## config.mk

```make
export PLATFORM = sky130hd
export DESIGN_NAME = sseg_scan_decoder
export DESIGN_NICKNAME = d
export VERILOG_FILES = /design/src/rtl/sseg_pkg.sv /design/src/rtl/sseg_digit_decode.sv /design/src/rtl/sseg_scan_decoder.sv
export SDC_FILE = /design/constraint.sdc
export NUM_CORES = 1
export LEC_CHECK = 0
export CAP_MARGIN = 20
export CELL_PAD_IN_SITES_DETAIL_PLACEMENT = 1
export CELL_PAD_IN_SITES_GLOBAL_PLACEMENT = 1
export CORE_MARGIN = 2
export CORE_UTILIZATION = 34
export CTS_BUF_LIST = sky130_fd_sc_hd__clkbuf_4 sky130_fd_sc_hd__clkbuf_8 sky130_fd_sc_hd__clkbuf_16
export DETAILED_ROUTE_END_ITERATION = 7
export PLACE_DENSITY = 0.7
export SYNTH_ARGS = -nofsm -noshare
export SYNTH_HDL_FRONTEND = slang
export SYNTH_SLANG_ARGS = --single-unit
```

## constraint.sdc

```tcl
create_clock -name clk_i -period 5.45 [get_ports clk_i]
set_input_delay 1.09 -clock clk_i [delete_from_list [all_inputs] [get_ports clk_i]]
set_output_delay 1.09 -clock clk_i [all_outputs]
set_load 0.005 [all_outputs]
```

## src/rtl/sseg_pkg.sv

```systemverilog
// ---------------------------------------------------------------------------
// sseg_pkg
// Shared constants for the 7-segment scan decoder and its decode helper.
// Segment codes are active-low with bit 0 = segment a through bit 6 = g.
// No ports (package).
// ---------------------------------------------------------------------------
package sseg_pkg;

    localparam int SEG_W   = 7;
    localparam int DIGIT_W = 4;

    // Segment bit order within the sseg bus: a is bit 0, g is bit 6.
    localparam int SEG_A_BIT = 0;
    localparam int SEG_B_BIT = 1;
    localparam int SEG_C_BIT = 2;
    localparam int SEG_D_BIT = 3;
    localparam int SEG_E_BIT = 4;
    localparam int SEG_F_BIT = 5;
    localparam int SEG_G_BIT = 6;

    localparam logic [SEG_W-1:0] SEG_0     = 7'h40;
    localparam logic [SEG_W-1:0] SEG_1     = 7'h79;
    localparam logic [SEG_W-1:0] SEG_2     = 7'h24;
    localparam logic [SEG_W-1:0] SEG_3     = 7'h30;
    localparam logic [SEG_W-1:0] SEG_4     = 7'h19;
    localparam logic [SEG_W-1:0] SEG_5     = 7'h12;
    localparam logic [SEG_W-1:0] SEG_6     = 7'h02;
    localparam logic [SEG_W-1:0] SEG_7     = 7'h78;
    localparam logic [SEG_W-1:0] SEG_8     = 7'h00;
    localparam logic [SEG_W-1:0] SEG_9     = 7'h10;
    localparam logic [SEG_W-1:0] SEG_BLANK = 7'h7F;

    typedef enum logic {
        WAIT_STABLE = 1'b0,
        SAMPLED     = 1'b1
    } stab_state_e;

endpackage

```

## src/rtl/sseg_digit_decode.sv

```systemverilog
// ---------------------------------------------------------------------------
// sseg_digit_decode
// Combinational decode of one active-low 7-segment pattern to a BCD digit.
// Ports:
//   sseg_i       [6:0]  active-low segment pattern
//   digit_o      [3:0]  decoded digit (0 for blank or illegal patterns)
//   is_blank_o          pattern is all segments off
//   is_illegal_o        pattern is neither a digit nor blank
// ---------------------------------------------------------------------------
import sseg_pkg::*;

module sseg_digit_decode (
    input  logic [SEG_W-1:0]   sseg_i,
    output logic [DIGIT_W-1:0] digit_o,
    output logic               is_blank_o,
    output logic               is_illegal_o
);

    always_comb begin
        digit_o      = 4'd0;
        is_blank_o   = 1'b0;
        is_illegal_o = 1'b0;
        case (sseg_i)
            SEG_0:     digit_o = 4'd0;
            SEG_1:     digit_o = 4'd1;
            SEG_2:     digit_o = 4'd2;
            SEG_3:     digit_o = 4'd3;
            SEG_4:     digit_o = 4'd4;
            SEG_5:     digit_o = 4'd5;
            SEG_6:     digit_o = 4'd6;
            SEG_7:     digit_o = 4'd7;
            SEG_8:     digit_o = 4'd8;
            SEG_9:     digit_o = 4'd9;
            SEG_BLANK: is_blank_o = 1'b1;
            default:   is_illegal_o = 1'b1;
        endcase
    end

endmodule

```

## src/rtl/sseg_scan_decoder.sv

```systemverilog
// ---------------------------------------------------------------------------
// sseg_scan_decoder
// Watches a time-multiplexed 4-digit 7-segment bus, samples each anode dwell
// once it has settled, and reassembles the displayed 16-bit BCD value.
// Ports:
//   clk_i            system clock
//   reset_i          asynchronous active-high reset
//   an_i       [3:0] anode enables, active-low, an_i[3] = leftmost digit
//   sseg_i     [6:0] segments, active-low, bit 0 = a .. bit 6 = g
//   value_o   [15:0] last complete frame, digit k at [4k+3:4k]
//   blank_o    [3:0] per-digit blank flags of the last frame
//   frame_valid_o    one-cycle pulse when value/blank/frame_error update
//   frame_error_o    last frame held an illegal segment pattern
//   an_error_o       one-cycle pulse on a settled dwell with >1 anode low
//   stale_o          no dwell sampled for TIMEOUT_CYCLES
// ---------------------------------------------------------------------------
import sseg_pkg::*;

module sseg_scan_decoder #(
    parameter int SETTLE_CYCLES  = 4,
    parameter int TIMEOUT_CYCLES = 2_000_000,
    parameter int CNT_W          = 21
) (
    input  logic               clk_i,
    input  logic               reset_i,
    input  logic [3:0]         an_i,
    input  logic [SEG_W-1:0]   sseg_i,
    output logic [15:0]        value_o,
    output logic [3:0]         blank_o,
    output logic               frame_valid_o,
    output logic               frame_error_o,
    output logic               an_error_o,
    output logic               stale_o
);

    localparam int STAB_W = (SETTLE_CYCLES > 2) ? $clog2(SETTLE_CYCLES) : 1;
    localparam logic [STAB_W-1:0] STAB_LAST   = STAB_W'(SETTLE_CYCLES - 1);
    localparam logic [CNT_W-1:0]  TIMEOUT_MAX = CNT_W'(TIMEOUT_CYCLES);

    logic [3:0]         prev_an_q;
    logic [SEG_W-1:0]   prev_sseg_q;
    stab_state_e        state_q;
    logic [STAB_W-1:0]  stab_cnt_q;
    logic [15:0]        shadow_value_q;
    logic [3:0]         shadow_blank_q;
    logic [3:0]         shadow_illegal_q;
    logic [3:0]         seen_q;
    logic [3:0]         seen_d;
    logic [15:0]        value_q;
    logic [3:0]         blank_q;
    logic               frame_valid_q;
    logic               frame_error_q;
    logic               an_error_q;
    logic               stale_q;
    logic [CNT_W-1:0]   timeout_q;

    logic [DIGIT_W-1:0] dec_digit;
    logic               dec_blank;
    logic               dec_illegal;
    logic               inputs_same;
    logic               sample_fire;
    logic [3:0]         an_low;
    logic               an_onehot;
    logic               valid_sample;
    logic               bad_sample;
    logic               frame_done;

    sseg_digit_decode u_decode (
        .sseg_i       (sseg_i),
        .digit_o      (dec_digit),
        .is_blank_o   (dec_blank),
        .is_illegal_o (dec_illegal)
    );

    // A sample fires only when the settle count expires and the inputs are
    // still unchanged on that same cycle; a late change restarts the count.
    always_comb begin
        inputs_same  = (an_i == prev_an_q) && (sseg_i == prev_sseg_q);
        sample_fire  = (state_q == WAIT_STABLE) && inputs_same && (stab_cnt_q == STAB_LAST);
        an_low       = ~an_i;
        an_onehot    = (an_low != 4'h0) && ((an_low & (an_low - 4'd1)) == 4'h0);
        valid_sample = sample_fire && an_onehot;
        bad_sample   = sample_fire && (an_low != 4'h0) && !an_onehot;
        frame_done   = (seen_q == 4'hF);
        // Clearing on completion and setting from a new sample may coincide.
        seen_d       = (frame_done ? 4'h0 : seen_q) | (valid_sample ? an_low : 4'h0);
    end

    always_ff @(posedge clk_i or posedge reset_i) begin
        if (reset_i) begin
            prev_an_q        <= 4'hF;
            prev_sseg_q      <= SEG_BLANK;
            state_q          <= WAIT_STABLE;
            stab_cnt_q       <= '0;
            shadow_value_q   <= '0;
            shadow_blank_q   <= '0;
            shadow_illegal_q <= '0;
            seen_q           <= '0;
            value_q          <= '0;
            blank_q          <= '0;
            frame_valid_q    <= 1'b0;
            frame_error_q    <= 1'b0;
            an_error_q       <= 1'b0;
            stale_q          <= 1'b1;
            timeout_q        <= '0;
        end else begin
            prev_an_q   <= an_i;
            prev_sseg_q <= sseg_i;

            case (state_q)
                WAIT_STABLE: begin
                    if (!inputs_same) begin
                        stab_cnt_q <= '0;
                    end else if (stab_cnt_q == STAB_LAST) begin
                        stab_cnt_q <= '0;
                        state_q    <= SAMPLED;
                    end else begin
                        stab_cnt_q <= stab_cnt_q + 1'b1;
                    end
                end
                SAMPLED: begin
                    if (!inputs_same) begin
                        stab_cnt_q <= '0;
                        state_q    <= WAIT_STABLE;
                    end
                end
                default: begin
                    stab_cnt_q <= '0;
                    state_q    <= WAIT_STABLE;
                end
            endcase

            if (valid_sample) begin
                for (int k = 0; k < 4; k++) begin
                    if (an_low[k]) begin
                        shadow_value_q[4*k +: 4] <= dec_digit;
                        shadow_blank_q[k]        <= dec_blank;
                        shadow_illegal_q[k]      <= dec_illegal;
                    end
                end
            end
            seen_q <= seen_d;

            an_error_q    <= bad_sample;
            frame_valid_q <= frame_done;
            if (frame_done) begin
                value_q       <= shadow_value_q;
                blank_q       <= shadow_blank_q;
                frame_error_q <= |shadow_illegal_q;
            end

            // Idle (all anodes off) and multi-anode dwells do not count as
            // activity, so a stuck or dark display still goes stale.
            if (valid_sample) begin
                timeout_q <= '0;
                stale_q   <= 1'b0;
            end else if (timeout_q < TIMEOUT_MAX - 1'b1) begin
                timeout_q <= timeout_q + 1'b1;
            end else begin
                timeout_q <= TIMEOUT_MAX;
                stale_q   <= 1'b1;
            end
        end
    end

    assign value_o       = value_q;
    assign blank_o       = blank_q;
    assign frame_valid_o = frame_valid_q;
    assign frame_error_o = frame_error_q;
    assign an_error_o    = an_error_q;
    assign stale_o       = stale_q;

endmodule

```

======== Yosys cells after proc, flatten, opt, wreduce, memory -nomap -nowiden ========
Index checks and enable logic that the tools add are counted.
operators by class
  add/subtract/negate cells ............... 3
  order comparisons ....................... 1
  equal/unequal tests ..................... 16
  multiplexer cells ....................... 17
  bitwise operators ....................... 4
  reduce and logical (&&, ||, !) cells .... 17
operator list
  operator                                             number
  2-to-1 mux 21 bit                                    2
  one-hot mux 4 bit (9 select lines)                   1
  equality test 7 bit, second input constant           4
  adder 21 x 1 -> 21 bit, second input constant        1
  equality test 7 x 5 -> 1 bit, second input constant  3
  < comparator 21 bit, second input constant           1
  equality test 7 x 6 -> 1 bit, second input constant  2
  OR reduction 11 bit                                  1
  2-to-1 mux 4 bit                                     2
  AND reduction 2 bit                                  4
  equality test 7 x 2 -> 1 bit, second input constant  1
  equality test 7 bit                                  1
  logical AND 1 bit                                    7
  zero test 7 bit                                      1
  2-to-1 mux 1 bit                                     7
  2-to-1 mux 2 bit                                     3
  AND 4 bit                                            1
  equality test 4 bit                                  1
  equality test 4 bit, second input constant           1
  zero test 4 bit                                      1
  != test 2 bit, second input constant                 2
  NOT 4 bit                                            1
  bitwise OR 4 bit                                     1
  one-hot mux 2 bit (2 select lines)                   1
  8 further kinds                                      8
word-level totals
  register bits after elaboration ......... 87
  input port bits ......................... 13
  output and inout port bits .............. 24
  logic and storage cells ................. 82

======== Longest topological paths before layout ========
Gate-level depths: netlist (run 1).
  word-level depth ........................ 8
  gate-level depth with buffers ........... 7

======== Hierarchy ========
Synthesis (run 1) repeated with hierarchy kept, for this count alone.
unflattened totals
  cells, all modules ...................... 350
  area, all modules ....................... 3834.9 µm²
by module, submodules not included
  module             instances  cells an instance  area each (µm²)  seq. area each (µm²)
  sseg_scan_decoder  1          322                3643.5           2192.1
  sseg_digit_decode  1          28                 191.4            0.0

======== Worst setup path after synthesis (run 1) ========
No wires, ideal clock.
  path kind ............................... input-to-reg
  start ................................... input an_i[3]
  end ..................................... register shadow_blank_q[1]
  setup time .............................. 125 ps
  arrival time ............................ 3057 ps
  required time ........................... 5325 ps
  path slack .............................. 2268 ps
  stages .................................. 7
  path buffers ............................ 2
  cell sequence ........................... buf_2 -> xor2_1 -> nor4_2 -> or4b_1 -> buf_2 -> nor4b_4 -> mux2_2
on the way
  longest elaborated chain between the ends .. 7
ends and longest elaborated chain
  what                               line                      source
  from (decl)                        sseg_scan_decoder.sv:26   input logic [3:0] an_i,
  NOT 4 bit                          sseg_scan_decoder.sv:80   an_low = ~an_i;
  subtractor 4 x 1 -> 4 bit          sseg_scan_decoder.sv:81   an_onehot = (an_low != 4'h0) && ((an_low & (an_low - 4'd1)) == 4'h0);
  AND 4 bit                          sseg_scan_decoder.sv:81
  zero test 4 bit                    sseg_scan_decoder.sv:81
  logical AND 1 bit                  sseg_scan_decoder.sv:81
  logical AND 1 bit (*)              sseg_scan_decoder.sv:82   valid_sample = sample_fire && an_onehot;
  AND reduction 2 bit (no line) (*)  n/a
  to (signal, indexed assignment)    sseg_scan_decoder.sv:137  shadow_blank_q[k] <= dec_blank;
  to (decl)                          sseg_scan_decoder.sv:45   logic [3:0] shadow_blank_q;
Mark *: on every way between the ends. The rest lies on a longest branch, timed or not.
A chain may end at the register's enable or synchronous reset.

======== Final worst setup path (run 1) ========
  start ................................... input sseg_i[5]
  end ..................................... register shadow_value_q[6]
on the way
  longest elaborated chain between the ends .. 6
ends and longest elaborated chain
  what                             line                      source
  from (decl)                      sseg_scan_decoder.sv:27   input logic [SEG_W-1:0] sseg_i,
  equality test 7 bit              sseg_scan_decoder.sv:78   inputs_same = (an_i == prev_an_q) && (sseg_i == prev_sseg_q);
  logical AND 1 bit                sseg_scan_decoder.sv:78
  logical AND 1 bit (2 in a row)   sseg_scan_decoder.sv:79   sample_fire = (state_q == WAIT_STABLE) && inputs_same && (stab_cnt_q == STAB_LAST);
  logical AND 1 bit                sseg_scan_decoder.sv:82
  AND reduction 2 bit (no line)    n/a
  to (signal, indexed assignment)  sseg_scan_decoder.sv:136  shadow_value_q[4*k +: 4] <= dec_digit;
  to (decl)                        sseg_scan_decoder.sv:44   logic [15:0] shadow_value_q;
Parallel ways exist; a longest one is shown, timed or not.

==> summary.md, run 1 <==
| Metric | Value |
|---|---|
| Clock share of power | `0.481` |
| Die area | `12170 µm²` |
| CP Capture Type | `register` |
| Core ar. | `10940 µm²` |
| M2 GR Usage | `0.2358` |
| Die height | `110.3 µm` |
| Initial antenna violation count | `0` |
| Synth cell count leaders | `dfrtp_1 (75), nand2_1 (72), nor2_1 (35)` |
| Fin Setup TNS | `0 ns` |
| Worst path arrival time | `3.93 ns` |
| EDFF count, synth | `0` |
| Gates resized, CTS repair | `0` |
| Leakage | `2.125 nW` |
| Top-area cell type share of the netlist area | `0.4884` |
| Worst-Skew Late Latency | `0.33 ns` |
| Final ANT Viol Nets | `0` |
| Cell taking the most area after synthesis | `dfrtp_1` |
| Met1 Usage GRT | `0.2035` |
| WL final | `8.158 mm` |
| Netlist cell types | `39` |
| Critical Path Start | `sseg_i[5]` |
| Vias in the first global route | `2826` |
| Launch point of the worst reg-to-reg path | `prev_sseg_q[5]` |
| Final Cycle Share | `0.6817` |
| Pwr Total | `1.373 mW` |
| YS warnings | `0` |
| Sequential Power Share | `0.477` |
| Final Slew Violations | `0` |
| CP max FO | `10` |
| Worst min-delay path class | `register to register` |
| Critical Path Sink | `shadow_value_q[6]` |
| Skew final | `0.005793 ns` |
| Clk sinks | `87` |
| Sw frac | `0.2095` |
| Internal power | `1.085 mW` |
| IO Port Bufs | `36` |
| Max-cap violations | `0` |
| Combinational power share | `0.041` |
| Synthesized cell area | `3842 µm²` |
| FF-to-FF End | `shadow_value_q[6]` |
| R2R depth | `5` |
| Residual DRC | `0` |
| Gr busiest metal | `met2` |
| GPL Wtd Cong | `0.7817` |
| Unrepaired setup endpoints after global routing | `no` |
| Mean Syn Cell Area | `10.61 µm²` |
| Sequential area share after synthesis | `0.5705` |
| Root buf cell | `clkbuf_16` |
| Die Wd | `110.3 µm` |
| Clock Path Buffers | `2` |
| Drt wl/cell | `15.05 µm` |
| Top post-synthesis cells by area | `dfrtp_1 (49%), dfstp_2 (8.2%), nand2_1 (7.0%)` |
| Status | `finished clean` |
| Pwr/cell area | `293.6 nW/µm²` |
| DRT Pass-1 Iters | `4` |
| Endpoints failing hold | `0` |
| Clock buffers created by TritonCTS | `9` |
| Psw | `0.2876 mW` |
| Row count | `38` |
| I/O pins | `37` |
| Startpoint types | `input pin` |
| Seq cells post-synth | `87` |
| CTS H-Tree Depth | `3` |
| DR vias/cell | `4.924` |
| Top_reg_cell synth | `dfrtp_1` |
| DR vias | `2669` |
| Mapped Cells | `362` |
| Hold_buf cts | `0` |
| Share of cells above drive strength 1 | `0.1567` |
| Final setup fails | `0` |
| Critical path class | `input pin to register` |
| Clock-pin transition on the worst setup and hold timing paths | `0.06 ns` |
| TritonCTS clock tree | `built` |
| Nets | `413` |
| Synth async-reset ratio | `1.000` |
| Critical Path RT | `5.67 ns` |
| Initial Util | `0.3514` |
| Total setup buffers inserted after CTS | `0` |
| Antenna Cells | `0` |
| Max-slew headroom | `0.3113` |
| Total track usage | `0.1496` |
| Tightest Pin Transition | `1.007 ns` |
| F_max | `269.2 MHz` |
| DR iter-0 viols | `103` |
| Hold Slack | `0.4642 ns` |
| Post-Syn Nets | `377` |
| Gr ovfl total | `0` |
| Area Overhead vs Synth | `21.65%` |
| First-pass GRT wire length | `13.92 mm` |
| Count leader, synth | `dfrtp_1` |
| DPL Wire Length | `5.437 mm` |
| Grt met3 use | `0.03527` |
| Tmin final | `3.715 ns` |
| Largest net degree at the start of global routing | `59` |
| Reg2Reg Setup Slack | `2.75 ns` |
| Worst VDD drop | `0.1597 mV` |
## layout by cell type, fill, tap and decap left out, types with 3 or more instances in the layout
master	netlist	final
and3_1	3	3
nor3_4	3	3
clkinvlp_4	0	3
xor2_1	11	11
nor2_1	35	35
dfstp_2	12	12
buf_4	0	3
nor4_1	4	4
nand3_1	15	15
nand2b_1	3	3
dfrtp_1	75	75
inv_1	10	9
a21o_1	4	4
o21ai_0	7	7
nand2_1	72	72
nand4_1	7	7
clkdlybuf4s50_1	0	36
xnor2_1	20	20
clkbuf_16	0	9
a21oi_1	14	14
mux2_2	24	24
nor3_1	5	5
## worst max-delay path, cell delays in order
cell	delay [ns]
clkdlybuf4s50_1	0.60
xor2_1	0.25
nor4_2	0.35
or4b_1	0.67
nor4b_4	0.57
mux2_2	0.40
## power by group through the flow
| stage | combinational, mW | sequential [mW] | clock (mW) |
|---|---|---|---|
| floorplan | 0.0363 | 0.667 | 0 |
| global placement | 0.0542 | 0.667 | 0 |
| detailed placement | 0.0558 | 0.667 | 0 |
| CTS | 0.0565 | 0.655 | 0.680 |
| global route | 0.0637 | 0.655 | 0.699 |
| finish | 0.0567 | 0.655 | 0.661 |
## metal layers
layer | wire length (µm) | vias to the layer above
met1 | 3895 | 1355
met4 | 99 | 0
met5 | 0 | -
met2 | 3943 | 28
met3 | 220 | 6
li1 | - | 1280
## cell type report
type,count,area [µm²]
fillers,1217,6261
flip-flops and latches,87,2192
multi-input cells,250,1544
repair buffers,40,402.9
clock buffers,10,239.0
well taps,140,175.2
clock inverters,5,82.58
inverters,10,38.79
## how the worst min path moves through the flow
| stage | startpoint | endpoint | slack, ns | depth (start not counted) |
|---|---|---|---|---|
| finish | stale_o | stale_o | 0.46 | 2 |
| global route | stale_o | stale_o | 0.50 | 2 |
| CTS | stale_o | stale_o | 0.47 | 2 |
| detailed placement | stale_o | stale_o | 0.46 | 2 |
| global placement | stale_o | stale_o | 0.45 | 2 |
| floorplan | shadow_blank_q[0] | blank_o[0] | 0.43 | 2 |
## registers in the layout (all words and copies together), names as in the netlist
| name | count |
|---|---|
| timeout_q | 21 |
| shadow_value_q | 16 |
| value_o | 16 |
| prev_sseg_q | 7 |
| blank_o | 4 |
| prev_an_q | 4 |
| seen_q | 4 |
| shadow_blank_q | 4 |
| shadow_illegal_q | 4 |
| stab_cnt_q | 2 |
| an_error_o | 1 |
| frame_error_o | 1 |
| frame_valid_o | 1 |
| stale_o | 1 |
| state_q | 1 |
## through the flow
step,instance area (µm²),cells,setup slack [ns],util
2_1_floorplan,3842,362,2.130,-
3_3_place_gp,4325,525,1.425,0.3955
3_5_place_dp,4325,525,1.344,0.3955
4_1_cts,4647,540,1.626,0.4249
5_1_grt,4674,542,1.577,0.4275
6_report,4674,542,1.735,0.4275
## kinds of logic (layout without fill, tap and decap cells)
kind of cell / Yosys count / count (layout) / share of synthesized area
simple gates: 161 / 161 / 0.2051
flops: 87 / 87 / 0.5705
compound gates: 31 / 31 / 0.04657
fa+ha+maj: 2 / 2 / 0.006511
xor+xnor: 31 / 31 / 0.07066
buf+inv: 25 / 65 / 0.02768
mux: 25 / 25 / 0.07294
(Power assumes the default switching activity.)
==> run 2: changes to the inputs <==
- clock period: 5.45 -> 3.6 ns (I/O delays scaled with it)
==> run 2 against run 1 <==
Net effect: global-route usage increased by 0.79 points; die area stayed put; clock power increased by 43%.
==> summary.md, run 2 (same netlist as run 1, synthesis figures left out) <==
| Metric | Value |
|---|---|
| Gr ovfl total | `0 (unchanged)` |
| Placed standard-cell area | `4446 µm² (was 4325 µm²)` |
| Clock-pin transition on the worst setup and hold timing paths | `0.07 ns (was 0.06 ns)` |
| Final core utilization | `0.4344 (was 0.4275)` |
| Die area | `12170 µm² (unchanged)` |
| Leakage | `2.194 nW (was 2.125 nW)` |
| Core ar. | `10940 µm² (unchanged)` |
| Non-filler cells, final | `557 (was 542)` |
| CP Capture Type | `register (unchanged)` |
| F_max | `327.7 MHz` |
| Final setup fails | `0 (unchanged)` |
| Initial antenna violation count | `0 (unchanged)` |
| Most frequent cells in the layout | `dfrtp_1 (75), nand2_1 (72), clkdlybuf4s50_1 (36) (unchanged)` |
| Setup slack after layout | `0.5485 ns (was 1.735 ns)` |
| Drt wl/cell | `14.93 µm (was 15.05 µm)` |
| Nets | `427 (was 413)` |
| Vias in the first global route | `2997 (was 2826)` |
| Max-slew headroom | `0.5344 (was 0.3113)` |
| Pwr Total | `2.036 mW (was 1.373 mW)` |
| Total track usage | `0.1575 (was 0.1496)` |
| WL final | `8.317 mm (was 8.158 mm)` |
| Critical path class | `input pin to register (unchanged)` |
| Pre-CTS WS | `0.1513 ns (was 1.344 ns)` |
| DPL Wire Length | `5.975 mm (was 5.437 mm)` |
| Gates resized, CTS repair | `0 (unchanged)` |
| Hold Slack | `0.4676 ns (was 0.4642 ns)` |
| GPL Wtd Cong | `0.7882 (was 0.7817)` |
| Clk sinks | `87 (unchanged)` |
| Die Wd | `110.3 µm (unchanged)` |
| Critical Path RT | `3.81 ns (was 5.67 ns)` |
| Final Slew Violations | `0 (unchanged)` |
| Root buf cell | `clkbuf_16 (unchanged)` |
| Area Overhead vs Synth | `23.64% (was 21.65%)` |
| Total setup buffers inserted after CTS | `0 (unchanged)` |
| DRT Pass-1 Iters | `4 (unchanged)` |
| Unrepaired setup endpoints after global routing | `no (unchanged)` |
| Initial Util | `0.3514 (unchanged)` |
| Final ANT Viol Nets | `0 (unchanged)` |
| TritonCTS clock tree | `built (unchanged)` |
| DR vias | `2721 (was 2669)` |
| Tmin final | `3.051 ns` |
| Residual DRC | `0 (unchanged)` |
| Finished Cell Area | `4751 µm² (was 4674 µm²)` |
| Worst-Skew Late Latency | `0.33 ns (about the same)` |
| Clock Path Buffers | `2 (unchanged)` |
| I/O pins | `37 (unchanged)` |
| Max reg flops | `21 (unchanged)` |
| Pwr/cell area | `428.5 nW/µm² (was 293.6 nW/µm²)` |
| Final Cycle Share | `0.8476` |
| Dpl cells | `541 (was 525)` |
| Reg with most FFs | `timeout_q (unchanged)` |
| Largest net degree at the start of global routing | `38 (was 59)` |
| First-pass GRT wire length | `14.64 mm (was 13.92 mm)` |
| Antenna Cells | `0 (unchanged)` |
| Commonest non-fill, non-tap cell in the layout | `dfrtp_1 (unchanged)` |
| CTS H-Tree Depth | `3 (unchanged)` |
| Worst VDD drop | `0.2348 mV (was 0.1597 mV)` |
| Skew final | `0.01008 ns (was 0.005793 ns)` |
| Max-cap violations | `0 (unchanged)` |
| Tightest Pin Transition | `0.6984 ns (was 1.007 ns)` |
| DR vias/cell | `4.885 (was 4.924)` |
| Share of cells above drive strength 1 | `0.1871 (was 0.1567)` |
| Endpoints failing hold | `0 (unchanged)` |
| Status | `finished clean (unchanged)` |
| DR iter-0 viols | `76 (was 103)` |
| Fin Setup TNS | `0 ns (unchanged)` |
| Worst path arrival time | `3.26 ns (was 3.93 ns)` |
| Worst min-delay path class | `register to register (unchanged)` |
| Startpoint types | `input pin (unchanged)` |
| IO Port Bufs | `36 (unchanged)` |
| Die height | `110.3 µm (unchanged)` |
| Row count | `38 (unchanged)` |
| CP max FO | `7 (was 10)` |
| Hold_buf cts | `0 (unchanged)` |
| Clock buffers created by TritonCTS | `9 (unchanged)` |
run 2: cell count changes in the layout (fill, tap and decap cells not counted), sizes merged:
cell	previous run	this run
clkinvlp	3	0
clkinv	1	4
inv	9	11
bufinv	2	1
buf	4	18
run 2: critical path, cell delays in order:
cell,delay (ns)
clkdlybuf4s50_1,0.44
xor2_1,0.18
nor4_2,0.34
or4b_1,0.67
nor4b_4,0.52
mux2_2,0.39
run 2: path summary, 6_finish.rpt:
check / slack (ns) / cells past startpoint / startpoint / end
max in group asynchronous: 2.05 / 3 / reset_i / prev_sseg_q[2]
min in group asynchronous: 0.79 / 2 / reset_i / shadow_value_q[1]
hold reg to reg: 0.47 / 2 / shadow_value_q[11] / value_o[11]
setup reg to reg: 0.97 / 5 / prev_sseg_q[5] / shadow_blank_q[1]
hold / removal: 0.47 / 2 / shadow_value_q[11] / value_o[11]
setup / recovery: 0.55 / 6 / sseg_i[5] / shadow_blank_q[1]
run 2: final cells by class:
type                       count  area [µm²]
tap                          140       175.2
clock inverter                 6       66.31
multi-input combinational    250        1544
inverter                      10       38.79
clock buffer                  10       239.0
sequential                    87        2192
timing repair buffer          54       495.5
fill                        1221        6185
run 2: metal layers:
metal,part of all wire,vias to the layer above,GRT usage
met2,0.47,36,0.2550
li1,-,1307,-
met1,0.48,1366,0.2086
met3,0.026,12,0.03057
met5,0,-,0
met4,0.018,0,0.06250
run 2: where the power goes:
group	internal (mW)	total, mW	switching [mW]
sequential	0.989	0.992	0.00285
clock	0.560	0.947	0.387
combinational	0.0385	0.0969	0.0584
total	1.59	2.04	0.448
==> run 3: changes to the inputs <==
- PLACE_DENSITY: 0.7 -> 0.72
- clock period: 3.6 -> 2.8 ns (I/O delays scaled with it)
==> run 3 against run 2 <==
Net effect: global-route usage increased by 0.36 points; final cell count increased by 2.0%; largest cell class unchanged; sequential cell count unchanged; worst hold slack got worse by 0.0023 ns; critical path type unchanged; largest power group unchanged; total power increased by 24%; critical path depth increased by 2; routed wire length increased by 5.4%; first-iteration DRC count unchanged.
==> summary.md, run 3 (same netlist as run 1, synthesis figures left out) <==
| Metric | Value |
|---|---|
| Most frequent cells in the layout | `dfrtp_1 (75), nand2_1 (72), clkdlybuf4s50_1 (36) (unchanged)` |
| Worst-Skew Late Latency | `0.34 ns (was 0.33 ns)` |
| Status | `finished clean (unchanged)` |
| Initial Util | `0.3514 (unchanged)` |
| Max-slew headroom | `0.5318 (was 0.5344)` |
| Worst-path cell chain | `clkdlybuf4s50_1, xor2_1, nor4_2, or4b_1, buf_4, nor4b_4, buf_6, mux2_2 (was clkdlybuf4s50_1, xor2_1, nor4_2, or4b_1, nor4b_4, mux2_2)` |
| Die Wd | `110.3 µm (unchanged)` |
| I/O pins | `37 (unchanged)` |
| Hold wc startpoint | `stale_o (was shadow_value_q[11])` |
| Antenna Cells | `0 (unchanged)` |
| Initial antenna violation count | `0 (unchanged)` |
| Unrepaired setup endpoints after global routing | `no (unchanged)` |
| Clk sinks | `87 (unchanged)` |
| Total track usage | `0.1611 (was 0.1575)` |
| Critical Path Start | `sseg_i[5] (unchanged)` |
| Tightest Pin Transition | `0.7015 ns (was 0.6984 ns)` |
| IO Port Bufs | `36 (unchanged)` |
| Nets | `438 (was 427)` |
| Tmin final | `2.686 ns` |
| Finished Cell Area | `4855 µm² (was 4751 µm²)` |
| GPL Wtd Cong | `0.7796 (was 0.7882)` |
| Crit-path slowest cell | `or4b_1 (unchanged)` |
| Launch point of the worst reg-to-reg path | `prev_sseg_q[5] (unchanged)` |
| TritonCTS clock tree | `built (unchanged)` |
| Share of cells above drive strength 1 | `0.2056 (was 0.1871)` |
| Endpoints failing hold | `0 (unchanged)` |
| Worst VDD drop | `0.2511 mV (was 0.2348 mV)` |
| Skew final | `0.006345 ns (was 0.01008 ns)` |
| Final Cycle Share | `0.9592` |
| Crit path largest cell delay | `0.46 ns (was 0.67 ns)` |
| Leakage | `2.244 nW (was 2.194 nW)` |
| WL final | `8.769 mm (was 8.317 mm)` |
| First-pass GRT wire length | `14.88 mm (was 14.64 mm)` |
| Residual DRC | `0 (unchanged)` |
| Reg with most FFs | `timeout_q (unchanged)` |
| Root buf cell | `clkbuf_16 (unchanged)` |
| Final setup fails | `0 (unchanged)` |
| Clock-pin transition on the worst setup and hold timing paths | `0.07 ns (about the same)` |
| Die height | `110.3 µm (unchanged)` |
| Vias in the first global route | `3018 (was 2997)` |
| Critical Path RT | `3.03 ns (was 3.81 ns)` |
| DR vias/cell | `4.930 (was 4.885)` |
| Area Overhead vs Synth | `26.34% (was 23.64%)` |
| Max-cap violations | `0 (unchanged)` |
| Pwr Total | `2.528 mW (was 2.036 mW)` |
| Clock buffers created by TritonCTS | `9 (unchanged)` |
| Largest net degree at the start of global routing | `40 (was 38)` |
| F_max | `372.3 MHz` |
| Commonest non-fill, non-tap cell in the layout | `dfrtp_1 (unchanged)` |
| Critical path class | `input pin to register (unchanged)` |
| Die area | `12170 µm² (unchanged)` |
| Gr ovfl total | `0 (unchanged)` |
| CTS H-Tree Depth | `3 (unchanged)` |
| Core ar. | `10940 µm² (unchanged)` |
| CP max FO | `7 (unchanged)` |
| CP Capture Type | `register (unchanged)` |
| Final Slew Violations | `0 (unchanged)` |
| Clock Path Buffers | `2 (unchanged)` |
| Placed standard-cell area | `4558 µm² (was 4446 µm²)` |
| Max reg flops | `21 (unchanged)` |
| DR iter-0 viols | `76 (unchanged)` |
| DR vias | `2800 (was 2721)` |
| Drt wl/cell | `15.44 µm (was 14.93 µm)` |
| Startpoint types | `input pin (unchanged)` |
| DPL Wire Length | `6.169 mm (was 5.975 mm)` |
| DRT Pass-1 Iters | `4 (unchanged)` |
| Worst min-delay path class | `register to register (unchanged)` |
| Worst path arrival time | `2.91 ns (was 3.26 ns)` |
| Pwr/cell area | `520.8 nW/µm² (was 428.5 nW/µm²)` |
| Final ANT Viol Nets | `0 (unchanged)` |
| Fin Setup TNS | `0 ns (unchanged)` |
| Row count | `38 (unchanged)` |
[run 3: per-stage QoR]
stage	hold slack, ns	utilization	instances	setup WS, ns
2_1_floorplan	0.4348	-	362	0.009657
3_3_place_gp	0.4532	0.4168	551	-0.2209
3_5_place_dp	0.4584	0.4168	551	-0.2763
4_1_cts	0.4696	0.4424	567	0.09320
5_1_grt	0.5023	0.4439	568	0.0003759
6_report	0.4654	0.4439	568	0.1142
[run 3: path summary, 6_finish.rpt]
| path | to | slack [ns] | cells after the start |
|---|---|---|---|
| min reg2reg | stale_o | 0.47 | 2 |
| max reg2reg | shadow_value_q[5] | 0.36 | 7 |
| max | shadow_value_q[5] | 0.11 | 8 |
| max in group asynchronous | prev_sseg_q[5] | 1.57 | 3 |
| min | stale_o | 0.47 | 2 |
| min in group asynchronous | shadow_blank_q[0] | 0.59 | 2 |
[run 3: final cells by class]
cell class,instances,area (µm²)
timing repair buffer,65,624.3
multi-input combinational,250,1544
clock buffer,11,246.5
sequential,87,2192
fill,1227,6081
tap,140,175.2
clock inverter,5,33.78
inverter,10,38.79
[run 3: layer usage]
metal  GRT usage  vias up  share of wire
li1            -     1333              -
met1      0.1995     1419           0.45
met2      0.2730       37           0.51
met3     0.04527       11          0.032
met4     0.05000        0          0.013
met5           0        -              0
[run 3: critical path, delay by kind of cell]
family / cells / cell delay [ns]
xor gates and xnor gates: 1 / 0.18
and+or+nand+nor: 3 / 1.05
buffers and inverters: 3 / 0.78
muxes: 1 / 0.34
[run 3: what timing repair did]
item | CTS | global route
buffers inserted | 0 | 0
gates resized for setup | 0 | 1
setup endpoints to repair | 0 | 12
hold buffers | 0 | 0
hold endpoints to repair | 0 | 0
[run 3: power by group]
part | switching [mW] | internal, mW
logic | 0.0753 | 0.0547
clock network | 0.489 | 0.634
registers | 0.00396 | 1.27
total | 0.568 | 1.96
==> RTL edit: new RTL, config.mk and constraints of run 2 <==
The parameter `SETTLE_CYCLES` goes from 4 to 2.
--- a/src/rtl/sseg_scan_decoder.sv
+++ b/src/rtl/sseg_scan_decoder.sv
@@ -19,3 +19,3 @@
 module sseg_scan_decoder #(
-    parameter int SETTLE_CYCLES  = 4,
+    parameter int SETTLE_CYCLES  = 2,
     parameter int TIMEOUT_CYCLES = 2_000_000,
Check against the original RTL: not equivalent (Yosys sat finds a counterexample within 4 cycles, from zero or initial values and one cycle with reset_i high).
==> RTL edit against run 2 <==
Routed wire length fell by 2.9%. Design area fell by 4.2%. Area after synthesis fell by 1.7%. Sequential cell count fell by 1. Global-route usage fell by 0.56 points. Total power fell by 13%. Worst setup slack improved by 210 ps. Synthesized cell count fell by 2.8%. Register-to-register slack improved by 210 ps. Hold slack got worse by 3.8 ps. Critical path type unchanged. Largest cell class unchanged.
==> RTL edit: results (changes against run 2) <==
{| class="wikitable"
! Metric !! Value
|-
| Vias in the first global route || 2834 (was 2997)
|-
| Clock Latency Late Sink || 370 ps (was 330 ps)
|-
| Global-route wire length before repair || 14000 µm (was 14600 µm)
|-
| Fraction of layout cells with a size suffix above 1 || 17.6% (was 18.7%)
|-
| Reg2Reg Launch Point || prev_an_q[0] (was prev_sseg_q[5])
|-
| Net count of the finished layout || 413 (was 427)
|-
| Metal2 WL || 3790 µm (was 3940 µm)
|-
| Peak clock frequency supported by timing || 351 MHz (was 328 MHz)
|-
| Data arrival time of the critical path || 3100 ps (was 3260 ps)
|-
| Switching power as a share of total power || 23.4% (was 22.0%)
|-
| Worst clock skew || 10.1 ps (about the same)
|-
| Post-Syn Instances || 352 (was 362)
|-
| Number of non-filler instances in the completed layout || 544 (was 557)
|-
| Outcome || finished, final reports clean (unchanged)
|-
| Met2 demand-to-capacity share in global routing || 24.3% (was 25.5%)
|-
| Critical hold path startpoint || stale_o (was shadow_value_q[11])
|-
| Hold_ws || 464 ps (was 468 ps)
|-
| Via count of the routed design || 2661 (was 2721)
|-
| Post-Synthesis Net Count || 366 (was 377)
|-
| Max stage delay cell, worst path || sky130_fd_sc_hd__clkdlybuf4s50_1 (was sky130_fd_sc_hd__or4b_1)
|-
| Synth area leaders || sky130_fd_sc_hd__dfrtp_1 (49%), sky130_fd_sc_hd__dfstp_2 (8.3%), sky130_fd_sc_hd__nand2_1 (8.0%) (was sky130_fd_sc_hd__dfrtp_1 (49%), sky130_fd_sc_hd__dfstp_2 (8.2%), sky130_fd_sc_hd__nand2_1 (7.0%))
|-
| Routed metal-1 wire length || 3920 µm (was 4010 µm)
|-
| Fill cell count || 1226 (was 1221)
|-
| Seq/Total Area, Yosys || 57.4% (was 57.0%)
|-
| Post-Synth Adder-Cell Area || 0.331% (was 0.651%)
|-
| Worst max-slew margin expressed relative to the limit || 52.7% (was 53.4%)
|-
| Static power due to leakage || 0.00205 µW (was 0.00219 µW)
|-
| Standard cell area after detailed placement || 4350 µm² (was 4450 µm²)
|-
| XOR/XNOR Fraction of Synth Area || 7.42% (was 7.07%)
|-
| Multiplexer share of the synthesized area || 7.16% (was 7.29%)
|-
| Worst setup slack before clock tree synthesis || 364 ps (was 151 ps)
|-
| Root cell of the clock tree || sky130_fd_sc_hd__clkbuf_8 (was sky130_fd_sc_hd__clkbuf_16)
|-
| Largest stage delay on the critical path || 610 ps (was 670 ps)
|-
| Total instance count after detailed placement || 528 (was 541)
|-
| Routing usage on met1 || 20.3% (was 20.9%)
|-
| Average routed wire per standard cell || 14.8 µm (was 14.9 µm)
|-
| Compound-cell area share of the yosys netlist || 4.54% (was 4.66%)
|-
| Iteration-0 DRC count of the detailed router || 73 (was 76)
|-
| Library cells used by synthesis || 40 (was 39)
|}
-- RTL edit: area by class of cell --
| type | instances | area [µm²] | area share (%) |
|---|---|---|---|
| Clock buffer | 11 | 139 | 3.05 |
| Clock inverter | 5 | 58.8 | 1.29 |
| Inverter | 6 | 23.8 | 0.522 |
| Multi-Input combinational cell | 247 | 1520 | 33.3 |
| Sequential cell | 86 | 2170 | 47.6 |
| Tap cell | 140 | 175 | 3.85 |
| Timing Repair Buffer | 49 | 470 | 10.3 |
-- RTL edit: worst max path at each step --
stage / from / depth (start not counted) / slack [ps] / to
detailed placement: sseg_i[6] / 6 / 360 / shadow_blank_q[1]
global placement: sseg_i[6] / 6 / 400 / shadow_blank_q[1]
CTS: sseg_i[6] / 6 / 750 / shadow_blank_q[1]
finish: sseg_i[6] / 6 / 750 / shadow_blank_q[1]
floorplan: reset_i / 1 / 680 / an_error_o
global route: sseg_i[6] / 6 / 620 / shadow_blank_q[1]
